### src/rtl/counter_updown_mod.sv
// Up/down modulo-MODULUS counter with enable, parallel load, synchronous clear,
// wrap/saturate selection, combinational terminal flag and registered rollover pulse.
module counter_updown_mod #(
   parameter int unsigned WIDTH    = 4,
   parameter int unsigned MODULUS  = 16,
   parameter bit          SATURATE = 1'b0
) (
   input  logic             clk,
   input  logic             reset_n,
   input  logic             clear,
   input  logic             load,
   input  logic [WIDTH-1:0] load_value,
   input  logic             enable,
   input  logic             up_down,
   output logic [WIDTH-1:0] count,
   output logic             terminal,
   output logic             rollover
);

   localparam logic [WIDTH-1:0] MaxVal = WIDTH'(MODULUS - 1);

   logic [WIDTH-1:0] count_q, count_d;
   logic             rollover_q, rollover_d;
   logic             at_max, at_zero;

   assign at_max  = (count_q == MaxVal);
   assign at_zero = (count_q == '0);

   always_comb begin
      count_d    = count_q;
      rollover_d = 1'b0;
      if (clear) begin
         count_d = '0;
      end else if (load) begin
         // Out-of-range load values clamp to the top of the range.
         count_d = (load_value > MaxVal) ? MaxVal : load_value;
      end else if (enable) begin
         if (up_down) begin
            if (at_max) begin
               rollover_d = 1'b1;
               if (!SATURATE) count_d = '0;
            end else begin
               count_d = count_q + WIDTH'(1);
            end
         end else begin
            if (at_zero) begin
               rollover_d = 1'b1;
               if (!SATURATE) count_d = MaxVal;
            end else begin
               count_d = count_q - WIDTH'(1);
            end
         end
      end
   end

   always_ff @(posedge clk or negedge reset_n) begin
      if (!reset_n) begin
         count_q    <= '0;
         rollover_q <= 1'b0;
      end else begin
         count_q    <= count_d;
         rollover_q <= rollover_d;
      end
   end

   assign count    = count_q;
   assign rollover = rollover_q;
   // Same-cycle carry-out for cascading into the next stage's enable.
   assign terminal = enable & (up_down ? at_max : at_zero);

endmodule
### config.mk
export PLATFORM = sky130hd
export DESIGN_NAME = counter_updown_mod
export DESIGN_NICKNAME = d
export VERILOG_FILES = /design/src/rtl/counter_updown_mod.sv
export SDC_FILE = /design/constraint.sdc
export NUM_CORES = 1
export LEC_CHECK = 0
export CORE_AREA = 2 2 39 41
export DETAILED_ROUTE_END_ITERATION = 8
export DIE_AREA = 0 0 41 43
export GPL_ROUTABILITY_DRIVEN = 0
export GPL_TIMING_DRIVEN = 0
export SLEW_MARGIN = 20
export SYNTH_ARGS = -nofsm -noshare
export SYNTH_HDL_FRONTEND = slang
export SYNTH_SLANG_ARGS = --single-unit
### constraint.sdc
create_clock -name clk -period 3.1 [get_ports clk]
set_clock_uncertainty 0.15 [all_clocks]
set_input_delay 0.775 -clock clk [delete_from_list [all_inputs] [get_ports clk]]
set_output_delay 0.775 -clock clk [all_outputs]
set_load 0.01 [all_outputs]
==> impl_metrics.yaml, run 1 <==
clocking:
  clock_path_buffers: 2
  postCtsHoldBufs: 0
  htreeDepth: 1
  clock_latency_ps: 240
  clk_pin_slew_ps: 40
  cts_resized: 0
  numCtsBuffers: 3
  cts.sinks: 5
  post_cts_buffers: 0
  cts_tree: "built"
  root_buffer: "clkbuf_4"
critical_path:
  crit_path_start_kind: "input pin"
  crit_fanout: 8
  cp_slowest_cell: "clkdlybuf4s50_1"
  crit_type: "in2out"
  worstPathArrival_ps: 1980
  endpoint_kind: "primary output"
  worstPathRequired_ps: 2170
  path_cells: "clkbuf_1 > nand4_1 > o31ai_1 > and2_1 > clkdlybuf4s50_1"
  critPathMaxStageDelay_ps: 540
yosys:
  netlist_area_um2: 410
  syn_area_per_cell_um2: 8.38
  synthTopCellsByCount: "7 x a21oi_1, 5 x dfrtp_1, 5 x inv_1, 5 x nand2_1, 3 x ha_1"
  synth-edff-count: 0
  synthCells: 49
  synthDistinctLibCells: 23
  synthTopCellsByArea: "dfrtp_1 30%, ha_1 9.1%, a21oi_1 8.5%, inv_1 4.6%, nand2_1 4.6%"
  ys_ff_latch: 5
  synth_top_area_cell: "dfrtp_1"
  yosys_warnings: 0
  async_flop_share_pct: 100
  yosysSeqAreaShare_pct: 30.5
  synth_top_area_share_pct: 30.5
  post-synth-top-count-cell: "a21oi_1"
  synth_nets: 62
  ys.flop_type: "dfrtp_1"
detailed_routing:
  vias: 400
  postRouteAntennaNets: 0
  wl_per_cell_um: 10.9
  drt_iter0_markers: 1
  drc: 0
  routed_wl_um: 895
  via_per_inst: 4.88
  drt-pass1-iter-count: 3
place:
  hpwl_um: 699
  portBuffers: 13
  dp_slack_ps: 199
  place_area_um2: 561
timing:
  rsz0062_at_grt: "false"
  hold_viol: 0
  worst_slew_pin_slew_ps: 350
  fmax_mhz: 345
  fin_crit_ps: 2900
  fin_setup_tns_ps: 0
  setup_ws_ps: 200
  hold_ws_ps: 599
  max_slew_margin_pct: 76.7
  setup_viol: 0
  period_share_pct: 93.6
  slew_viol_final: 0
power_and_ir_drop:
  power_switching_share_pct: 28.4
  p_clk_share_pct: 34.7
  ir_drop_mv: 0.230
  intPower_uw: 152
  p_comb_share_pct: 29.1
  cellLeakagePower_uw: 0.000250
  power.density_mw_per_mm2: 362
  seqPwrFrac_pct: 36.1
  power.switching_uw: 60.4
grt:
  antenna_found_initial: 0
  grt_first_pass_wirelength_um: 1470
  first_global_vias: 381
  gr-usage-all-layers_pct: 12.4
  grt-ovfl-total: 0
  grt_max_degree: 9
floorplanning:
  die_area_mm2: 0.00176
  core-area_mm2: 0.00138
  io_pins: 16
  num_rows: 14
  fp.dieW_um: 41
  die_h_um: 43
  initial_core_util_pct: 29.7
final_layout:
  layout-drive-gt1-share_pct: 9.09
  design_area_um2: 587
  final_util_pct: 42.4
  layout.nets: 80
  syn_to_final_growth_pct: 43.0
  num_antenna_cells: 0
status:
  status: "finished, final reports clean"
hold_path:
  hold_class: "in2async"
run:
  maxCapViolCount: 0
power by group through the flow:
stage,clock network (µW),registers (µW),logic [µW]
6_report,73.8,76.8,61.9
5_1_grt,81.0,77.3,69.4
4_1_cts,79.9,76.8,62.4
3_5_place_dp,0,77.9,62.0
3_3_place_gp,0,77.7,61.8
2_1_floorplan,0,78.3,33.0
critical path, delay by kind of cell:
family          cells  cell delay (ps)
buf+inv             2              820
simple gates        2              310
compound gates      1               80
kinds of logic (layout without fill, tap and decap cells):
group / count (synthesis) / count (layout) / synth area share (%)
compound gates: 16 / 16 / 27.4
xor+xnor: 2 / 2 / 4.27
simple gates: 13 / 13 / 16.2
mux: 2 / 2 / 5.18
fa+ha+maj: 3 / 3 / 9.15
buf+inv: 8 / 25 / 7.32
flops: 5 / 5 / 30.5
cell usage in the layout, fill, tap and decap left out, types with 3 or more instances in the layout:
cell and n:
a21oi_1 7, clkbuf_1 3, clkbuf_4 3, clkdlybuf4s50_1 13
dfrtp_1 5, ha_1 3, inv_1 5, nand2_1 5
routing by layer:
layer / GRT usage, % / share of wire (%)
met1: 14.3 / 45
met2: 20.0 / 52
met3: 1.57 / 3.2
met4: 8.00 / 0
met5: 0 / 0
sequential cells by signal (all words and copies together) (netlist names):
register  cells
count         4
rollover      1
final cells by class:
class | count | area [µm²]
Clock buffer | 4 | 26.3
Multi-Input combinational cell | 36 | 255
Tap cell | 16 | 20.0
Buffer | 2 | 7.51
Fill cell | 149 | 797
Inverter | 6 | 22.5
Timing Repair Buffer | 13 | 130
Sequential cell | 5 | 125
worst paths after layout:
| path | end | cells past startpoint | start | slack, ps |
|---|---|---|---|---|
| worst max register to register | count[3] | 6 | count[1] | 1430 |
| worst min register to register | count[0] | 3 | count[0] | 600 |
| min in group clk | count[0] | 3 | count[0] | 600 |
| max in group asynchronous | count[1] | 1 | reset_n | 2010 |
| worst max-delay path | terminal | 5 | up_down | 200 |
| worst min-delay path | count[0] | 1 | reset_n | 600 |
stage by stage:
stage / std cells / power [µW]
floorplan: 49 / 111
global placement: 78 / 140
detailed placement: 78 / 140
CTS: 82 / 219
global route: 82 / 228
finish: 82 / 212
Note: power is estimated with default switching activity, not from simulation.
==> run 2: changes to the inputs <==
Clock period 3.1 ns to 3.55 ns, I/O delays scaled along.
==> results of run 2 <==
Same layout as run 1 (identical final DEF). Status: finished, final reports clean.
Main changes from that run: setup slack after placement 199 ps -> 424 ps; setup slack after layout 200 ps -> 425 ps; register-to-register setup slack 1430 ps -> 1880 ps; total power 212 µW -> 186 µW; worst IR drop on VDD 0.230 mV -> 0.201 mV
